File: config.mk
export PLATFORM = sky130hd
export DESIGN_NAME = i2c_master_ctrl
export DESIGN_NICKNAME = d
export VERILOG_FILES = /design/src/rtl/i2c_pkg.sv /design/src/rtl/i2c_clk_div.sv /design/src/rtl/i2c_master_ctrl.sv
export SDC_FILE = /design/constraint.sdc
export NUM_CORES = 1
export LEC_CHECK = 0
export ABC_AREA = 1
export CAP_MARGIN = 15
export CORE_ASPECT_RATIO = 1.25
export CORE_MARGIN = 5
export CORE_UTILIZATION = 53
export DETAILED_ROUTE_END_ITERATION = 10
export PLACE_DENSITY = 0.81
export SLEW_MARGIN = 20
export SYNTH_ARGS = -nofsm -noshare
export SYNTH_HDL_FRONTEND = slang
export SYNTH_HIERARCHICAL = 1
export SYNTH_SLANG_ARGS = --single-unit
File: constraint.sdc
create_clock -name PCLK -period 3.3 [get_ports PCLK]
set_clock_uncertainty 0.2 [all_clocks]
set_input_delay 0.495 -clock PCLK [delete_from_list [all_inputs] [get_ports PCLK]]
set_output_delay 0.495 -clock PCLK [all_outputs]
set_load 0.1 [all_outputs]
File: src/rtl/i2c_pkg.sv
// Shared definitions for the byte-level I2C master: FSM states, status bit
// positions, control-register field positions and a byte-lane selector.
package i2c_pkg;

    typedef enum logic [3:0] {
        ST_IDLE,
        ST_START,
        ST_ADDR,
        ST_ADDR_ACK,
        ST_WDATA,
        ST_WACK,
        ST_RDATA,
        ST_RACK,
        ST_STOP,
        ST_DONE
    } state_e;

    localparam int STAT_BUSY  = 0;
    localparam int STAT_ANACK = 1;
    localparam int STAT_DNACK = 2;
    localparam int STAT_DONE  = 7;

    localparam int CON1_START  = 0;
    localparam int CON1_RW     = 1;
    localparam int CON1_CNT_LO = 2;

    // Quarter-period phases within one SCL bit slot
    localparam logic [1:0] PH_HALF   = 2'd1;
    localparam logic [1:0] PH_SAMPLE = 2'd2;
    localparam logic [1:0] PH_LAST   = 2'd3;

    function automatic logic [7:0] byte_sel(input logic [31:0] w, input logic [1:0] idx);
        return w[{idx, 3'b000} +: 8];
    endfunction

endpackage

File: src/rtl/i2c_clk_div.sv
// Quarter-period tick generator: one tick every CLK_DIV cycles while enabled,
// with a 2-bit phase that advances on each tick.
module i2c_clk_div #(
    parameter int CLK_DIV = 4
) (
    input  logic       PCLK,
    input  logic       PRESET,
    input  logic       en,
    input  logic       clr,
    output logic       tick,
    output logic [1:0] phase
);

    localparam int CW = 10;

    logic [CW-1:0] cnt_q, cnt_d;
    logic [1:0]    phase_q, phase_d;

    assign tick  = en && (cnt_q == CW'(CLK_DIV - 1));
    assign phase = phase_q;

    always_comb begin
        cnt_d   = cnt_q;
        phase_d = phase_q;
        if (clr) begin
            cnt_d   = '0;
            phase_d = '0;
        end else if (en) begin
            if (tick) begin
                cnt_d   = '0;
                phase_d = phase_q + 2'd1;
            end else begin
                cnt_d = cnt_q + 1'b1;
            end
        end
    end

    always_ff @(posedge PCLK) begin
        if (PRESET) begin
            cnt_q   <= '0;
            phase_q <= '0;
        end else begin
            cnt_q   <= cnt_d;
            phase_q <= phase_d;
        end
    end

endmodule

File: src/rtl/i2c_master_ctrl.sv
// Byte-level I2C master: one START/address/1-4 data bytes/STOP transfer per
// rising edge of the start bit, with open-drain style SDA enable.
module i2c_master_ctrl
    import i2c_pkg::*;
#(
    parameter int CLK_DIV = 4
) (
    input  logic        PCLK,
    input  logic        PRESET,
    input  logic [7:0]  i2c_con1,
    input  logic [7:0]  i2c_con2,
    input  logic [31:0] Din,
    input  logic        sda_in,
    output logic [31:0] Dout,
    output logic        ready,
    output logic [7:0]  i2c_stat,
    output logic        scl_o,
    output logic        sda_oe
);

    state_e      state_q, state_d;
    logic        start_prev_q;
    logic [6:0]  addr_q, addr_d;
    logic        rw_q, rw_d;
    logic [1:0]  cnt_q, cnt_d;
    logic [31:0] wdata_q, wdata_d;
    logic [1:0]  idx_q, idx_d;
    logic [2:0]  bit_q, bit_d;
    logic [7:0]  sh_q, sh_d;
    logic        ack_q, ack_d;
    logic [31:0] dout_q, dout_d;
    logic        anack_q, anack_d;
    logic        dnack_q, dnack_d;
    logic        done_q, done_d;
    logic        scl_q, scl_d;
    logic        sda_oe_q, sda_oe_d;

    logic       tick;
    logic [1:0] phase;
    logic       launch, div_en, div_clr;
    logic       end_slot, sample, half;
    logic       unused_bits;

    assign unused_bits = ^{i2c_con1[7:4], i2c_con2[7]};

    assign launch   = (state_q == ST_IDLE) && i2c_con1[CON1_START] && !start_prev_q;
    assign end_slot = tick && (phase == PH_LAST);
    assign sample   = tick && (phase == PH_SAMPLE);
    assign half     = tick && (phase == PH_HALF);
    assign div_en   = (state_q != ST_IDLE);
    // START is only half a slot, so realign the phase to 0 for the first address bit
    assign div_clr  = launch || ((state_q == ST_START) && half);

    i2c_clk_div #(.CLK_DIV(CLK_DIV)) u_clk_div (
        .PCLK   (PCLK),
        .PRESET (PRESET),
        .en     (div_en),
        .clr    (div_clr),
        .tick   (tick),
        .phase  (phase)
    );

    always_comb begin
        state_d = state_q;
        addr_d  = addr_q;
        rw_d    = rw_q;
        cnt_d   = cnt_q;
        wdata_d = wdata_q;
        idx_d   = idx_q;
        bit_d   = bit_q;
        sh_d    = sh_q;
        ack_d   = ack_q;
        dout_d  = dout_q;
        anack_d = anack_q;
        dnack_d = dnack_q;
        done_d  = done_q;

        case (state_q)
            ST_IDLE: begin
                if (launch) begin
                    addr_d  = i2c_con2[6:0];
                    rw_d    = i2c_con1[CON1_RW];
                    cnt_d   = i2c_con1[CON1_CNT_LO +: 2];
                    wdata_d = Din;
                    idx_d   = '0;
                    bit_d   = '0;
                    sh_d    = {i2c_con2[6:0], i2c_con1[CON1_RW]};
                    anack_d = 1'b0;
                    dnack_d = 1'b0;
                    done_d  = 1'b0;
                    if (i2c_con1[CON1_RW]) dout_d = '0;
                    state_d = ST_START;
                end
            end
            ST_START: begin
                if (half) state_d = ST_ADDR;
            end
            ST_ADDR, ST_WDATA: begin
                if (end_slot) begin
                    if (bit_q == 3'd7) begin
                        state_d = (state_q == ST_ADDR) ? ST_ADDR_ACK : ST_WACK;
                    end else begin
                        bit_d = bit_q + 3'd1;
                        sh_d  = {sh_q[6:0], 1'b0};
                    end
                end
            end
            ST_ADDR_ACK: begin
                if (sample) ack_d = sda_in;
                if (end_slot) begin
                    bit_d = '0;
                    if (ack_q) begin
                        anack_d = 1'b1;
                        state_d = ST_STOP;
                    end else if (rw_q) begin
                        state_d = ST_RDATA;
                    end else begin
                        sh_d    = byte_sel(wdata_q, 2'd0);
                        state_d = ST_WDATA;
                    end
                end
            end
            ST_WACK: begin
                if (sample) ack_d = sda_in;
                if (end_slot) begin
                    if (ack_q) begin
                        dnack_d = 1'b1;
                        state_d = ST_STOP;
                    end else if (idx_q != cnt_q) begin
                        idx_d   = idx_q + 2'd1;
                        bit_d   = '0;
                        sh_d    = byte_sel(wdata_q, idx_q + 2'd1);
                        state_d = ST_WDATA;
                    end else begin
                        state_d = ST_STOP;
                    end
                end
            end
            ST_RDATA: begin
                if (sample) sh_d = {sh_q[6:0], sda_in};
                if (end_slot) begin
                    if (bit_q == 3'd7) begin
                        for (int i = 0; i < 4; i++) begin
                            if (idx_q == 2'(i)) dout_d[8*i +: 8] = sh_q;
                        end
                        state_d = ST_RACK;
                    end else begin
                        bit_d = bit_q + 3'd1;
                    end
                end
            end
            ST_RACK: begin
                if (end_slot) begin
                    if (idx_q == cnt_q) begin
                        state_d = ST_STOP;
                    end else begin
                        idx_d   = idx_q + 2'd1;
                        bit_d   = '0;
                        state_d = ST_RDATA;
                    end
                end
            end
            ST_STOP: begin
                if (half) state_d = ST_DONE;
            end
            ST_DONE: begin
                done_d  = 1'b1;
                state_d = ST_IDLE;
            end
            default: state_d = ST_IDLE;
        endcase
    end

    // Bus levels are registered so SCL/SDA never glitch on decode changes
    always_comb begin
        scl_d    = 1'b1;
        sda_oe_d = 1'b0;
        case (state_q)
            ST_START: sda_oe_d = 1'b1;
            ST_ADDR, ST_WDATA: begin
                scl_d    = phase[1];
                sda_oe_d = ~sh_q[7];
            end
            ST_ADDR_ACK, ST_WACK, ST_RDATA: scl_d = phase[1];
            ST_RACK: begin
                scl_d    = phase[1];
                sda_oe_d = (idx_q != cnt_q);
            end
            ST_STOP: begin
                scl_d    = phase[0];
                sda_oe_d = 1'b1;
            end
            default: ;
        endcase
    end

    always_ff @(posedge PCLK) begin
        if (PRESET) begin
            state_q      <= ST_IDLE;
            start_prev_q <= 1'b0;
            addr_q       <= '0;
            rw_q         <= 1'b0;
            cnt_q        <= '0;
            wdata_q      <= '0;
            idx_q        <= '0;
            bit_q        <= '0;
            sh_q         <= '0;
            ack_q        <= 1'b0;
            dout_q       <= '0;
            anack_q      <= 1'b0;
            dnack_q      <= 1'b0;
            done_q       <= 1'b0;
            scl_q        <= 1'b1;
            sda_oe_q     <= 1'b0;
        end else begin
            state_q      <= state_d;
            start_prev_q <= i2c_con1[CON1_START];
            addr_q       <= addr_d;
            rw_q         <= rw_d;
            cnt_q        <= cnt_d;
            wdata_q      <= wdata_d;
            idx_q        <= idx_d;
            bit_q        <= bit_d;
            sh_q         <= sh_d;
            ack_q        <= ack_d;
            dout_q       <= dout_d;
            anack_q      <= anack_d;
            dnack_q      <= dnack_d;
            done_q       <= done_d;
            scl_q        <= scl_d;
            sda_oe_q     <= sda_oe_d;
        end
    end

    always_comb begin
        i2c_stat             = '0;
        i2c_stat[STAT_BUSY]  = !ready;
        i2c_stat[STAT_ANACK] = anack_q;
        i2c_stat[STAT_DNACK] = dnack_q;
        i2c_stat[STAT_DONE]  = done_q || (state_q == ST_DONE);
    end

    assign ready  = (state_q == ST_IDLE) || (state_q == ST_DONE);
    assign Dout   = dout_q;
    assign scl_o  = scl_q;
    assign sda_oe = sda_oe_q;

endmodule

After elaboration in Yosys (flattened, before gate mapping):

Index checks and enable logic that the tools add are counted.

* $add $sub $neg: 4
* equal/unequal tests: 45
* shift operators: 1
* muxes and demuxes: 63
* bitwise logic cells: 1
* reductions and logical operators: 42

Operators with widths (number)
* 2-to-1 mux 32 bit: 4
* 2-to-1 mux 8 bit: 14
* one-hot mux 32 bit (2 select lines): 1
* 2-to-1 mux 4 bit: 14
* inequality test 2 bit (second input constant): 25
* one-hot mux 8 bit (5 select lines): 1
* one-hot mux 4 bit (8 select lines): 1
* indexed part select 32 x 6 -> 8 bit: 1
* 2-to-1 mux 3 bit: 10
* AND reduction 6 bit: 4
* AND reduction 10 bit: 2
* == test 4 x 3 -> 1 bit (second input constant): 4
* one-hot mux 3 bit (5 select lines): 1
* 2-to-1 mux 2 bit: 7
* AND reduction 11 bit: 1
* adder 10 x 1 -> 10 bit (second input constant): 1
* == test 10 x 2 -> 1 bit (second input constant): 1
* 2-to-1 mux 10 bit: 1
* nonzero test 5 bit: 2
* == test 2 bit (second input constant): 4
* == test 4 x 2 -> 1 bit (second input constant): 2
* == test 4 bit (second input constant): 2
* one-hot mux 1 bit (2 select lines): 4
* AND reduction 2 bit: 4
* 25 further kinds: 45

* register bits: 103
* input bits: 51
* word-level logic and storage cells: 176

Logic depth before layout (Yosys ltp):

Gate-level depths: netlist of the first run.

* word-level depth: 6
* depth in mapped cells: 17
* gate-level depth less buffers: 16

By module:

The synthesis of the first run kept the hierarchy.

By module, submodules not included
* i2c_master_ctrl: times used 1, cells an instance 662, area an instance 4470.5 um^2
* i2c_clk_div: times used 1, cells an instance 92, area an instance 631.9 um^2

Worst setup path before layout of the first run:

No wires, ideal clock.

* path type: flip-flop to output port
* start: reg state_q[3]
* end: out ready
* data arrival time: 2.973 ns
* required time: 2.605 ns
* path slack: -0.368 ns
* cell stages (with the launch flop): 6
* path buffers: 0
* cells stage by stage: dfxtp_1 nor2_2 nand2_2 inv_1 nor2_1 inv_1

* longest elaborated chain between the ends: 2
* elaborated cells on any way between the ends: 3
* those cells by class: eq/ne (1); reduce/logical (2)

Ends and longest elaborated chain
* start: declaration: line i2c_master_ctrl.sv:21 `state_e state_q, state_d;`
* start signal: assignment: line i2c_master_ctrl.sv:216 `state_q <= state_d;`
* == test 4 bit or zero test 4 bit (tied branches)
* logical OR 1 bit *: line i2c_master_ctrl.sv:243 `assign ready = (state_q == ST_IDLE) || (state_q == ST_DONE);`
* end: declaration: line i2c_master_ctrl.sv:15 `output logic ready,`

Every way passes the cells marked *; elsewhere a longest branch is shown, timed or not.

Final worst setup path of the first run:

* start: reg state_q[3]
* end: reg state_q[3]

* longest elaborated chain between the ends: 5
* elaborated cells on any way between the ends: 28
* those cells by class: eq/ne (18); mux (1); reduce/logical (9)

Ends and longest elaborated chain
* nonzero test 4 bit *: line i2c_master_ctrl.sv:50 `assign div_en = (state_q != ST_IDLE);`
* net div_en: line i2c_master_ctrl.sv:40 `logic launch, div_en, div_clr;`
* logical AND 1 bit *: line i2c_clk_div.sv:19 `assign tick = en && (cnt_q == CW'(CLK_DIV - 1));`
* net tick: line i2c_master_ctrl.sv:38 `logic tick;`
* logical AND 1 bit, on equally long branches: line i2c_master_ctrl.sv:49, i2c_master_ctrl.sv:47
* inequality test 2 bit (no source line)
* AND reduction 10 bit (no source line) *

Mark *: on every way through the listed nets, which the timed path passes. The rest lies on a longest branch.
A chain may end at the register's enable or synchronous reset.

==> impl_metrics.tcl, run 1 <==
set metrics [dict create \
    ant_nets 0 \
    io_pins 94 \
    leakagePower_nw 2.79 \
    met1_length_um 5820 \
    drive_gt1_share_pct 12.7 \
    status "finished, final reports clean" \
    worst_pin_slew_ps 546 \
    gp_congestion 0.937 \
    internal_power_mw 2.86 \
    critPathRequiredTime_ps 3340 \
    ys.flop_type "dfxtp_1" \
    highest_layer "met4" \
    rr_startpoint "state_q[3]" \
    yosys.area_share.simple_pct 31.5 \
    wl_met3_um 827 \
    nNetsFinal 886 \
    cp_slowest_stage_delay_ps 470 \
    antenna_found_initial 0 \
    std_cell_rows 40 \
    drt_wl_total_um 13600 \
    synth_most_common_cell "nor2_1" \
    root_buffer "clkbuf_16" \
    first_pass_iters 5 \
    worst_ep_arrival_time_ps 2770 \
    slowest_stage "dfxtp_1" \
    cts_max_level 3 \
    final_cells 958 \
    cap_viol_max_count 0 \
    hold_path_startpoint "wdata_q[22]" \
    cts_max_path_buffers 2 \
    synth-xor-area-share_pct 0.515 \
    cts_tree "done" \
    num_antenna_cells 0 \
    hold-path-cell-count 2 \
    grt_pass1_wl_um 22600 \
    crit_chain "nor2_2 -> nand2_2 -> nand2_2 -> inv_1 -> nand3_2 -> nor2_2 -> nand3_1 -> nand2_1 -> nand2_1 -> a21oi_1 -> nand3_1 -> o21ai_0 -> nor2_1" \
    p_sw_mw 2.71 \
    clock_sinks 103 \
    crit-reg2reg-capture "state_q[3]" \
    fp.coreArea_um2 9510 \
    multi_input_area_um2 2580 \
    wl_per_cell_um 14.2 \
    clk_pin_slew_ps 70 \
    p_clk_share_pct 19.5 \
    min_period_ps 2730 \
    hpwl_um 10100 \
    synth.mux.area_fraction_pct 0 \
    start_util_pct 53.7 \
    critical_path.max_fanout 7 \
    ctsResizeCount 0 \
    grt_max_degree 63 \
    synth_cell_types 36 \
    grt_overflow_total 0 \
    hold_violations 0 \
    synth.area.top_cells "dfxtp_1 40%, nor2_1 9.5%, nand2_1 9.3%, o21ai_0 8.1%, a21oi_1 6.7%" \
    ys_warn_count 6 \
    fin_crit_sh_pct 82.8 \
    min_path_type "register to register" \
    synth_edf_count 0 \
    sw_frac_of_total_pct 48.7 \
    grt_pass1_vias 4900 \
    synthAdderAreaFrac_pct 1.72 \
    cp-start-kind "register" \
    cts_buffers 9 \
    ff2ff_path_depth 13 \
    fin_setup_tns_ps 0 \
    power_frac_seq_pct 29.7 \
    clk_latency_ps 350 \
    synth_seq_area_share_pct 40.4 \
    hold_end "wdata_q[22]" \
    synth_top_cell_by_area "dfxtp_1" \
    fp.dieH_um 120 \
    rsz0062_at_grt "no" \
    drv_slew 0 \
    fin_total_pwr_mw 5.57 \
    critPathKind "register to register" \
    fmax_mhz 366 \
    grt_usage_pct 23.3 \
    slew_headroom_pct 63.6 \
    syn-instance-count 754 \
    cts.hold.buffers_added 0 \
    powerDensity_nw_per_um2 895 \
    met2_length_um 6550 \
    synth_common_cells "129 x nor2_1, 126 x nand2_1, 103 x dfxtp_1, 83 x o21ai_0, 68 x a21oi_1" \
    synth_area_per_cell_um2 6.77 \
    async_flop_share_pct 0 \
    dp.cells 943 \
    placed_area_um2 5920 \
    regToRegSetupSlack_ps 570 \
    post_drt_via_cell_ratio 5.31 \
    ir_worst_vdd_uv 483 \
    die_w_um 97.8 \
    drc 0 \
    worst_setup_path_end_kind "register" \
    fill_cells 878 \
    numPortBuffers 84 \
    synth_compound_area_share_pct 16.6 \
    pwr-share-comb_pct 50.8 \
    regArea_um2 2060 \
    syn_area_um2 5100 \
    die_area_um2 11700 \
    syn2layout_area_growth_pct 22.0 \
    synth_top_family_by_area "simple AND/OR/NAND/NOR gates" \
    cts_setup_buffers 0 \
    synth.top_cell.area_share_pct 40.4 \
    final-setup-viol-count 0 \
    final_cell_area_um2 6220 \
    ys_seq_elements 103 \
    vias 5087 \
    drt_iter0_markers 338 \
]
[sequential cells by signal, summed over array words and instances, names as in the netlist]
| signal | cells |
|---|---|
| Dout | 32 |
| ack_q | 1 |
| anack_q | 1 |
| bit_q | 3 |
| cnt_q | 2 |
| dnack_q | 1 |
| done_q | 1 |
| idx_q | 2 |
| rw_q | 1 |
| scl_o | 1 |
| sda_oe | 1 |
| sh_q | 8 |
| start_prev_q | 1 |
| state_q | 4 |
| u_clk_div/cnt_q | 10 |
| u_clk_div/phase | 2 |
| wdata_q | 32 |
[how the worst max path moves through the flow]
stage                           from  slack (ps)    endpoint
after floorplan           state_q[3]         300       ready
after global placement    state_q[2]         770  state_q[1]
after detailed placement  state_q[3]         680  state_q[1]
after CTS                 state_q[3]         620  state_q[1]
after global routing      state_q[3]         360  state_q[1]
final                     state_q[3]         570  state_q[3]
[final cells by class]
class                           instances  area share, %
Clock buffer                            9           3.62
Clock inverter                          6           1.25
Inverter                               76           4.58
Multi-Input combinational cell        542           41.5
Sequential cell                       103           33.1
Tap cell                              126           2.53
Timing Repair Buffer                   96           13.4
[layer usage]
layer	GRT usage [%]	up-vias
li1	-	2595
met1	29.6	2286
met2	38.3	176
met3	4.65	30
met4	10.4	0
met5	0	-
[power groups by stage]
stage | clock (mW) | combinational [mW] | sequential [mW]
after floorplan | 0 | 1.79 | 2.07
after global placement | 0 | 2.75 | 1.67
after detailed placement | 0 | 2.80 | 1.68
after CTS | 1.11 | 2.82 | 1.65
after global routing | 1.16 | 3.13 | 1.68
final | 1.09 | 2.83 | 1.66
[stage by stage]
step	utilization (%)	setup slack (ps)	hold WS, ps
2_1_floorplan	-	296	224
3_5_place_dp	62.3	683	237
4_1_cts	65.5	621	249
5_1_grt	65.5	363	267
6_report	65.5	567	249
3_3_place_gp	62.3	768	237
[placed cells by master, fill, tap and decap left out, types with 2 or more instances in the layout]
cell type	n
nor2_1	128
buf_4	51
ha_1	7
xor2_1	2
nand3_1	65
dfxtp_1	103
nand2_2	9
nand2_1	126
nand3_2	5
inv_8	2
o21ai_1	3
o31ai_1	2
clkdlybuf4s50_1	45
nor2_4	4
o21ai_0	83
conb_1	4
nor2_2	8
clkbuf_16	9
inv_1	66
or2_2	2
inv_2	9
nand4_1	14
a21oi_1	68
a31oi_1	2
[cell families after synthesis]
logic type / after synthesis
adders and majority gates: 7
other: 1
and+or+nand+nor: 365
xor gates and xnor gates: 3
buffers and inverters: 112
DFF: 103
AOI/OAI and AO/OA: 163
[critical path, delay by kind of cell (launching register included)]
kind	cells	cell delay (ps)
AO/OA/AOI/OAI	2	520
flip-flops	1	470
AND/OR/NAND/NOR	10	1350
buffers and inverters	1	80
(Power assumes the default switching activity.)
==> run 2: changes to the inputs <==
CORE_UTILIZATION = 48   (was 53)
PLACE_DENSITY = 0.77   (was 0.81)
clock period = 2.2 ns   (was 3.3 ns; I/O delays follow)
==> run 2 against run 1 <==
Net effect: clock-buffer cell count up 1; fmax rose by 28%; clock power is 62% higher; sequential power up 50%; setup slack got worse by 500 ps; critical path depth up 1; non-clock buffer count rose by 38; global-route usage is 1.1 points lower; register-to-register slack worse by 500 ps; sequential cell count unchanged.
==> impl_metrics.tcl, run 2 (synthesis gave the netlist of run 1 again) <==
set metrics [dict create \
    cp-start-kind "register" \
    fin_setup_tns_ps 0 \
    clock_sinks 103 \
    critPathKind "register to register" \
    fp.dieH_um 125 \
    critPathRequiredTime_ps 2250 \
    syn2layout_area_growth_pct 32.7 \
    final_cells 1003 \
    cts_max_level 3 \
    first_pass_iters 5 \
    pwr-share-comb_pct 53.7 \
    antenna_found_initial 0 \
    cts.hold.buffers_added 0 \
    fin_crit_sh_pct 97.0 \
    min_path_type "register to register" \
    final_common_cell "nor2_1" \
    rsz0062_at_grt "yes" \
    io_pins 94 \
    powerDensity_nw_per_um2 1360 \
    root_buffer "clkbuf_16" \
    vias 5327 \
    gp_congestion 0.916 \
    min_period_ps 2130 \
    status "finished, final reports clean" \
    grt_overflow_total 0 \
    worst_ep_arrival_time_ps 2180 \
    final_cell_mix "122 x nor2_1, 120 x nand2_1, 97 x dfxtp_1" \
    internal_power_mw 4.91 \
    cts_max_path_buffers 2 \
    start_util_pct 48.5 \
    worst_setup_path_end_kind "register" \
    clk_pin_slew_ps 70 \
    ir_worst_vdd_uv 628 \
    post_drt_via_cell_ratio 5.31 \
    sw_frac_of_total_pct 46.7 \
    grt_max_degree 53 \
    placed_area_um2 6280 \
    hpwl_um 10600 \
    leakagePower_nw 3.03 \
    drt_iter0_markers 436 \
    hold_violations 0 \
    cap_viol_max_count 0 \
    power_frac_seq_pct 27.0 \
    final_cell_area_um2 6770 \
    final-setup-viol-count 0 \
    cts_tree "done" \
    nNetsFinal 924 \
    num_antenna_cells 0 \
    fin_total_pwr_mw 9.22 \
    regToRegSetupSlack_ps 70 \
    ant_nets 0 \
    p_clk_share_pct 19.2 \
    grt_pass1_wl_um 23100 \
    fmax_mhz 469 \
    drive_gt1_share_pct 19.9 \
    drc 0 \
    numPortBuffers 84 \
    clk_latency_ps 360 \
    wl_per_cell_um 14.2 \
    critical_path.max_fanout 6 \
    drv_slew 0 \
    dp.cells 983 \
    grt_pass1_vias 5003 \
    die_w_um 102 \
    die_area_um2 12800 \
    grt_usage_pct 22.3 \
    std_cell_rows 42 \
    p_sw_mw 4.31 \
    drt_wl_total_um 14300 \
    cts_buffers 9 \
    fp.coreArea_um2 10500 \
]
run 2: per-stage QoR:
stage               util, %  hold slack, ps  setup WS, ps
floorplan                 -             224          -142
detailed placement     59.8             238          -115
global route           64.4             271         -42.7
finish                 64.4             249          66.0
CTS                    63.3             250          19.2
global placement       59.8             236          32.0
run 2: worst paths after layout:
path,endpoint,cells past startpoint,start
hold / removal,wdata_q[19],2,wdata_q[19]
hold reg to reg,wdata_q[19],2,wdata_q[19]
setup / recovery,bit_q[0],14,u_clk_div/cnt_q[0]
setup reg to reg,bit_q[0],14,u_clk_div/cnt_q[0]
run 2: timing repair:
action                     CTS  global route
gates resized for setup      7            30
setup buffers                2             2
pin swaps                    2            11
setup endpoints to repair   18            53
run 2: routing by layer:
metal,routed length (um),up-vias,GRT usage [%],part of all wire [%]
li1,-,2673,-,-
met1,5930,2429,27.8,42
met2,7220,201,38.1,51
met3,861,24,4.23,6.0
met4,244,0,7.18,1.7
met5,0,-,0,0
run 2: critical path, stage by stage, from the launching register on:
cell and delay [ps]:
dfxtp_2 360, ha_4 140, nand2_2 60, inv_2 80, nand3_4 80, nor2_4 190
nand3_4 150, nand2_2 100, buf_4 110, nand3_1 80, nor2_2 160, buf_4 140
nand3_1 70, nand2_1 60, nor2_1 40
run 2: cell type report:
class,instances,area [um2]
inverter,76,294
multi-input combinational,542,2720
sequential,103,2070
clock buffer,10,229
tap,132,165
timing repair buffer,134,1190
fill,940,3740
clock inverter,6,100
run 2: power by group through the flow:
stage | registers, mW | clock network (mW) | logic, mW
finish | 2.49 | 1.77 | 4.95
floorplan | 3.12 | 0 | 2.75
global route | 2.52 | 1.88 | 5.38
detailed placement | 2.51 | 0 | 4.70
global placement | 2.49 | 0 | 4.62
CTS | 2.47 | 1.79 | 4.78
